File: src/rtl/cb_cfg_pkg.sv
// Shared types and tap mapping for the connection-block configuration engine.
package cb_cfg_pkg;

    typedef enum logic [1:0] {
        ST_IDLE   = 2'd0,
        ST_READ   = 2'd1,
        ST_COMMIT = 2'd2
    } cfg_state_e;

    // Channel track feeding tap `tap` of ipin mux `ipin`; taps are spread evenly around the channel.
    function automatic int tap_idx(input int ipin, input int tap, input int chan_w, input int mux_size);
        return (2 * ipin + tap * (chan_w / mux_size)) % chan_w;
    endfunction

endpackage

File: src/rtl/cb_ipin_mux.sv
// One grid input-pin mux: MUX_SIZE channel taps plus a disconnected (drive 0) setting.
module cb_ipin_mux
    import cb_cfg_pkg::*;
#(
    parameter int MUX_SIZE = 6,
    parameter int SEL_W    = 3
) (
    input  logic [MUX_SIZE-1:0] taps,
    input  logic [SEL_W-1:0]    sel,
    output logic                ipin
);

    always_comb begin
        ipin = 1'b0;
        if (32'(sel) < MUX_SIZE) begin
            ipin = taps[sel];
        end
    end

endmodule

File: src/rtl/cb_cfg_engine.sv
// Connection-block configuration engine: shadow/active select banks, request FSM, ipin muxes.
// States: IDLE accepts requests | READ drives the readback strobe | COMMIT one-cycle settle after bank swap.
module cb_cfg_engine
    import cb_cfg_pkg::*;
#(
    parameter int CHAN_W   = 18,
    parameter int NUM_IPIN = 11,
    parameter int MUX_SIZE = 6,
    localparam int SEL_W   = $clog2(MUX_SIZE + 1),
    localparam int ADDR_W  = $clog2(NUM_IPIN)
) (
    input  logic              prog_clk,
    input  logic              pReset_n,
    input  logic [CHAN_W-1:0] chan_in,
    output logic [CHAN_W-1:0] chan_out,
    output logic [NUM_IPIN-1:0] ipin_out,
    input  logic              cfg_valid,
    output logic              cfg_ready,
    input  logic              cfg_we,
    input  logic [ADDR_W-1:0] cfg_addr,
    input  logic [SEL_W-1:0]  cfg_wdata,
    input  logic              cfg_commit,
    output logic              cfg_rvalid,
    output logic [SEL_W-1:0]  cfg_rdata,
    output logic              cfg_err,
    output logic              cfg_dirty
);

    cfg_state_e        state_q, state_d;
    logic [SEL_W-1:0]  shadow_sel_q [NUM_IPIN];
    logic [SEL_W-1:0]  shadow_sel_d [NUM_IPIN];
    logic [SEL_W-1:0]  active_sel_q [NUM_IPIN];
    logic [SEL_W-1:0]  active_sel_d [NUM_IPIN];
    logic [ADDR_W-1:0] raddr_q, raddr_d;
    logic              err_q, err_d;
    logic              dirty_q, dirty_d;
    logic              addr_ok;
    logic              data_ok;

    assign chan_out   = chan_in;
    assign cfg_ready  = (state_q == ST_IDLE) && !cfg_commit;
    assign cfg_rvalid = (state_q == ST_READ);
    assign cfg_rdata  = cfg_rvalid ? shadow_sel_q[raddr_q] : '0;
    assign cfg_err    = err_q;
    assign cfg_dirty  = dirty_q;

    assign addr_ok = 32'(cfg_addr) < NUM_IPIN;
    assign data_ok = !cfg_we || (32'(cfg_wdata) <= MUX_SIZE);

    always_comb begin
        state_d      = state_q;
        shadow_sel_d = shadow_sel_q;
        active_sel_d = active_sel_q;
        raddr_d      = raddr_q;
        err_d        = 1'b0;
        dirty_d      = dirty_q;
        case (state_q)
            ST_IDLE: begin
                // Commit wins over a simultaneous request, which is simply not accepted.
                if (cfg_commit) begin
                    active_sel_d = shadow_sel_q;
                    dirty_d      = 1'b0;
                    state_d      = ST_COMMIT;
                end else if (cfg_valid) begin
                    if (!addr_ok || !data_ok) begin
                        err_d = 1'b1;
                    end else if (cfg_we) begin
                        shadow_sel_d[cfg_addr] = cfg_wdata;
                        dirty_d                = 1'b1;
                    end else begin
                        raddr_d = cfg_addr;
                        state_d = ST_READ;
                    end
                end
            end
            ST_READ:   state_d = ST_IDLE;
            ST_COMMIT: state_d = ST_IDLE;
            default:   state_d = ST_IDLE;
        endcase
    end

    always_ff @(posedge prog_clk or negedge pReset_n) begin
        if (!pReset_n) begin
            state_q <= ST_IDLE;
            raddr_q <= '0;
            err_q   <= 1'b0;
            dirty_q <= 1'b0;
            for (int i = 0; i < NUM_IPIN; i++) begin
                shadow_sel_q[i] <= SEL_W'(MUX_SIZE);
                active_sel_q[i] <= SEL_W'(MUX_SIZE);
            end
        end else begin
            state_q      <= state_d;
            raddr_q      <= raddr_d;
            err_q        <= err_d;
            dirty_q      <= dirty_d;
            shadow_sel_q <= shadow_sel_d;
            active_sel_q <= active_sel_d;
        end
    end

    for (genvar i = 0; i < NUM_IPIN; i++) begin : g_ipin
        logic [MUX_SIZE-1:0] taps;
        for (genvar k = 0; k < MUX_SIZE; k++) begin : g_tap
            assign taps[k] = chan_in[tap_idx(i, k, CHAN_W, MUX_SIZE)];
        end
        cb_ipin_mux #(
            .MUX_SIZE (MUX_SIZE),
            .SEL_W    (SEL_W)
        ) u_mux (
            .taps (taps),
            .sel  (active_sel_q[i]),
            .ipin (ipin_out[i])
        );
    end

endmodule

File: config.mk
export PLATFORM = sky130hd
export DESIGN_NAME = cb_cfg_engine
export DESIGN_NICKNAME = d
export VERILOG_FILES = /design/src/rtl/cb_cfg_pkg.sv /design/src/rtl/cb_ipin_mux.sv /design/src/rtl/cb_cfg_engine.sv
export SDC_FILE = /design/constraint.sdc
export NUM_CORES = 1
export LEC_CHECK = 0
export ABC_AREA = 1
export BUFFER_PORTS_ARGS = -buffer_cell sky130_fd_sc_hd__clkbuf_2
export CAP_MARGIN = 20
export CORE_UTILIZATION = 45
export DETAILED_ROUTE_END_ITERATION = 6
export MAX_ROUTING_LAYER = met4
export PLACE_DENSITY_LB_ADDON = 0.25
export SLEW_MARGIN = 0
export SYNTH_ARGS = -nofsm -noshare
export SYNTH_HDL_FRONTEND = slang
export SYNTH_SLANG_ARGS = --single-unit
File: constraint.sdc
create_clock -name prog_clk -period 1.7 [get_ports prog_clk]
set_clock_uncertainty 0.2 [all_clocks]
set_input_delay 0.34 -clock prog_clk [delete_from_list [all_inputs] [get_ports prog_clk]]
set_output_delay 0.34 -clock prog_clk [all_outputs]
set_load 0.01 [all_outputs]
Word level (Yosys, flattened, before mapping)
Index checks and enable logic that the tools add are counted.

Flip-flop bits (word level): 74. Word-level logic and storage cells: 132.

$lt $le $gt $ge: 27. Equal/unequal tests: 5. Mux-type cells: 53. Bitwise logic cells: 5. Reductions and logical operators: 16.

Operators by type and width (count): $lt A3 B4 Y1 const B (11); $bmux W1 S3 (11); $bwmux W33 (1); $lt A3 B3 Y1 const B (11); $mux W1 (30); $bmux W3 S4 (1); $demux W3 S4 (1); $mux W3 (4); $ge A5 B5 Y1 const B (2); $mux W2 (5); $not A4 Y5 (2); $reduce_and A5 Y1 (2); $ne A3 B3 Y1 const B (3); $lt A5 B1 Y1 const B (1); $logic_not A1 Y1 (4); $lt A4 B4 Y1 const B (1); $reduce_and A4 Y1 (1); $reduce_bool A2 Y1 (2); $le A3 B3 Y1 const B (1); $not A1 Y1 (3); $reduce_and A3 Y1 (1); $eq A2 B1 Y1 const B (1); $logic_and A1 B1 Y1 (2); $logic_not A2 Y1 (1); 3 further kinds (4).

Depth between registers and ports, before layout
Depth in word-level cells: 8. Gate-level depth with buffers: 9.

Cells and area by module
From an unflattened synthesis, not the netlist that was laid out.

Cells, all modules: 626. Area, all modules: 4394.2 um^2.

By module, submodules not included: cb_cfg_engine (instances 1, cells an instance 406, area each 3527.1 um^2, seq. area each 1906.8 um^2); cb_ipin_mux (instances 11, cells an instance 20, area each 78.8 um^2, seq. area each 0.0 um^2).

Least setup slack after synthesis
OpenSTA, ideal clock, no wires.

Path type: register to output. Start point: reg raddr_q[0]. End point: out cfg_rdata[2]. Arrival: 1.261 ns. Setup slack: -0.101 ns. Cell stages (with the launch flop): 8. Path buffers: 2. Cell sequence: dfrtp_1 > buf_2 > inv_2 > buf_2 > nand2_1 > o22ai_1 > nand2_1 > a21oi_1.

Word-level cells in the longest chain between the ends: 5.

RTL lines: start, declared (line cb_cfg_engine.sv:34) `logic [ADDR_W-1:0] raddr_q, raddr_d;`; start signal, assigned (line cb_cfg_engine.sv:94) `raddr_q <= raddr_d;`; $not A4 Y5 (not written as such) (line cb_cfg_engine.sv:43) `assign cfg_rdata = cfg_rvalid ? shadow_sel_q[raddr_q] : '0;`; $bmux W3 S4 (line cb_cfg_engine.sv:43); $mux W3 (not written as such) (2 in a row) (line cb_cfg_engine.sv:43); $mux W3 (line cb_cfg_engine.sv:43); end, declared (line cb_cfg_engine.sv:24) `output logic [SEL_W-1:0] cfg_rdata,`.

Every way passes these cells. The select of a mux whose other input is x is not followed.

Worst setup path in the final report
Ends and elaborated chain as after synthesis.

==> metrics.md <==
| Metric | Value |
|---|---|
| Gr ovfl total | `0` |
| CTS root buffer | `clkbuf_8` |
| Ant. Diodes | `0` |
| Flops & latches, synth | `74` |
| Yosys warnings | `0` |
| Clock-pin slew on the worst setup and hold paths | `0.08 ns` |
| Worst Setup End Kind | `primary output` |
| Worst Path Max Fanout | `6` |
| Status | `finished with violations` |
| Final period util | `1.33` |
| Synth unique cells | `22` |
| DRT iter0 DRCs | `316` |
| Final GP Congestion | `1.06` |
| Most frequent cell after synthesis | `nand2_1` |
| Placement Cell Area | `4670 µm²` |
| Pre-CTS setup slack | `-0.100 ns` |
| Synth-to-Final Area Change | `29.0%` |
| Drc violations | `4` |
| Gate Count Post-Synth | `567` |
| Buf/Inv on CP | `2` |
| Gr usage total | `0.242` |
| Row count | `34` |
| Fmax | `0.441 GHz` |
| Share of cells above drive strength 1 | `0.405` |
| Required time of the critical path | `1.16 ns` |
| Fillcell total | `766` |
| Post-synthesis adder-cell area fraction | `0` |
| Max-slew headroom | `0.642` |
| Initial antenna violation count | `0` |
| Leak | `2.46 nW` |
| Most common cell on crit path | `nand3_1` |
| Largest cells by area after synthesis | `dfstp_2, dfrtp_1, nand2_1, nand3_1, buf_4` |
| Ys async rst share | `1.00` |
| IO Port Bufs | `65` |
| Kind of critical path | `flop to primary output` |
| Detail Placement HPWL | `7450 µm` |
| Fin. max-slew vios | `0` |
| VDD IR max | `0.636 mV` |
| Post-Syn Area per Cell | `7.35 µm²` |
| Largest net degree at the start of global routing | `75` |
| Fin cells | `769` |
| Mapped Nets | `597` |
| Tightest Hold Check Type | `input pin to flop` |
| Clk_lat worst skew | `0.37 ns` |
| Synth Flop Type | `dfstp_2` |
| Largest area contributor in the netlist | `dfstp_2` |
| Seq/Total Area, Yosys | `0.457` |
| Post-synthesis mux area share | `0` |
| Compound-Gate Fraction of Synth Area | `0.138` |
| Post-DRT Antenna Nets | `0` |
| Synth cell count leaders | `nand2_1, inv_1, nand3_1` |
| Final setup viols | `41` |
| Max clock buf depth | `2` |
| Initial DRT Pass Iterations | `7` |
| Final instance area | `5380 µm²` |
| Final core utilization | `0.608` |
| H-tree levels | `3` |
| Crit-path slowest cell | `dfrtp_2` |
| Minimum clock period after layout | `2.27 ns` |
| Chip height | `98.3 µm` |
| Type of origin of the critical path | `flop` |
| EDFF count, synth | `0` |
| Largest family of logic cells by synthesized area | `simple AND/OR/NAND/NOR gates` |
| Worst-Margin Slew | `0.535 ns` |
| Placed cell count | `736` |
| IO Count | `66` |
| Vias in the first global route | `3755` |
| Cells along the critical path | `buf_6 -> nand2_1 -> nand3_1 -> nand3_1 -> nand3_1 -> a21oi_2 -> clkbuf_2` |
| P per Cell Area | `957 nW/µm²` |
| Failing checks | `DRC, setup timing` |
| TritonCTS clock tree | `yes` |
| Xor/xnor share of the synthesized area | `0` |
| Clk sinks | `74` |
| Vias per cell | `5.45` |
| Starting Density | `0.471` |
| Tot Pwr | `5.15 mW` |
| RSZ-0062 raised after global routing | `yes` |
| Nets | `686` |
| Routed vias | `4188` |
| Hold Violations, Final | `0` |
| CP max stage delay | `0.49 ns` |
| Per-cell routed wire length | `15.6 µm` |
| First-pass GRT wire length | `17900 µm` |
| Die area | `9650 µm²` |
| Yosys top cell area share | `0.277` |
| CTS buffer count | `9` |
| CP delay by family, top | `flip-flops` |
| Post-Syn Area | `4170 µm²` |
| Core area | `8850 µm²` |
| Final WS setup | `-0.568 ns` |
| Max_cap viols | `0` |
| Detailed Route WL | `12000 µm` |
| Die X | `98.3 µm` |
| Critical Path AT | `1.73 ns` |
| Simple-gate share of the synthesized area | `0.275` |
==> layout by cell type (no fill, tap or decap), types with 2 or more instances in the layout <==
cell and count:
o21ai_1 46, buf_12 3, nand2_1 171, clkbuf_16 3, a21oi_2 14, nand3_1 22
inv_1 43, nand3_2 33, nor2_4 3, dfrtp_1 29, buf_2 14, dfstp_2 44
clkbuf_2 50, nand2_2 12, bufinv_16 2, o21ai_0 24, inv_2 15, clkinv_2 2
nor2_1 29, clkbuf_8 10, nor2_2 4, o211ai_1 11, buf_4 45, nand4_1 2
buf_6 7, a21oi_1 12
==> state kept, by name, indices dropped and copies added (netlist names) <==
name          cells
active_sel_q     33
cfg_err           1
shadow_sel_q     33
cfg_dirty         1
raddr_q           4
state_q           2
==> kinds of logic (layout without fill, tap and decap cells) <==
family          count (synthesis)  in the layout
compound gates                109            109
flops                          74             74
buf+inv                       107            201
simple gates                  277            277
==> report_power, final <==
group          switching (mW)  total, mW  internal [mW]
Combinational           0.815       1.40          0.589
Sequential              0.180       2.19           2.01
Clock                   0.692       1.55          0.862
==> what timing repair did <==
| item | in CTS | in global routing |
|---|---|---|
| hold endpoints to repair | 30 | 0 |
| endpoints found under the setup margin | 25 | 57 |
| gates cloned | 0 | 8 |
| hold buffers | 1 | 0 |
| gates resized for setup | 51 | 71 |
| pin swaps | 6 | 40 |
| buffers inserted | 3 | 5 |
==> final timing paths <==
check	end	cells past startpoint	slack (ns)	start
min	cfg_err	2	0.03	cfg_commit
max in group asynchronous	active_sel_q[23]	3	0.62	pReset_n
max	cfg_rdata[2]	7	-0.57	raddr_q[0]
max reg2reg	shadow_sel_q[25]	9	-0.05	state_q[1]
min reg2reg	shadow_sel_q[26]	2	0.27	shadow_sel_q[26]
min in group asynchronous	shadow_sel_q[9]	3	0.34	pReset_n
==> stage by stage <==
stage          hold WS (ns)  setup TNS, ns
6_report             0.0295          -5.83
5_1_grt              0.0399          -9.29
4_1_cts              0.0257          -5.17
3_5_place_dp          0.201         -0.357
3_3_place_gp          0.201         -0.153
2_1_floorplan        -0.156              0
==> routing by layer <==
metal / vias up / GRT usage / wire length, µm
met5: - / - / 0
met3: 33 / 0.0444 / 808
li1: 1988 / - / -
met4: 0 / 0.0861 / 304
met2: 174 / 0.364 / 5560
met1: 1993 / 0.328 / 5320
==> area by class of cell <==
cell class              count  area [µm²]  share of cell area
multi-input cells         386        1980               0.368
flip-flops and latches     74        1910               0.355
repair inverters            1        6.26             0.00116
repair buffers            124         897               0.167
clock buffers              11         141              0.0263
clock inverters             5        77.6              0.0144
inverters                  60         235              0.0437
well taps                 108         135              0.0251
Power figures use the tool's default switching activity.
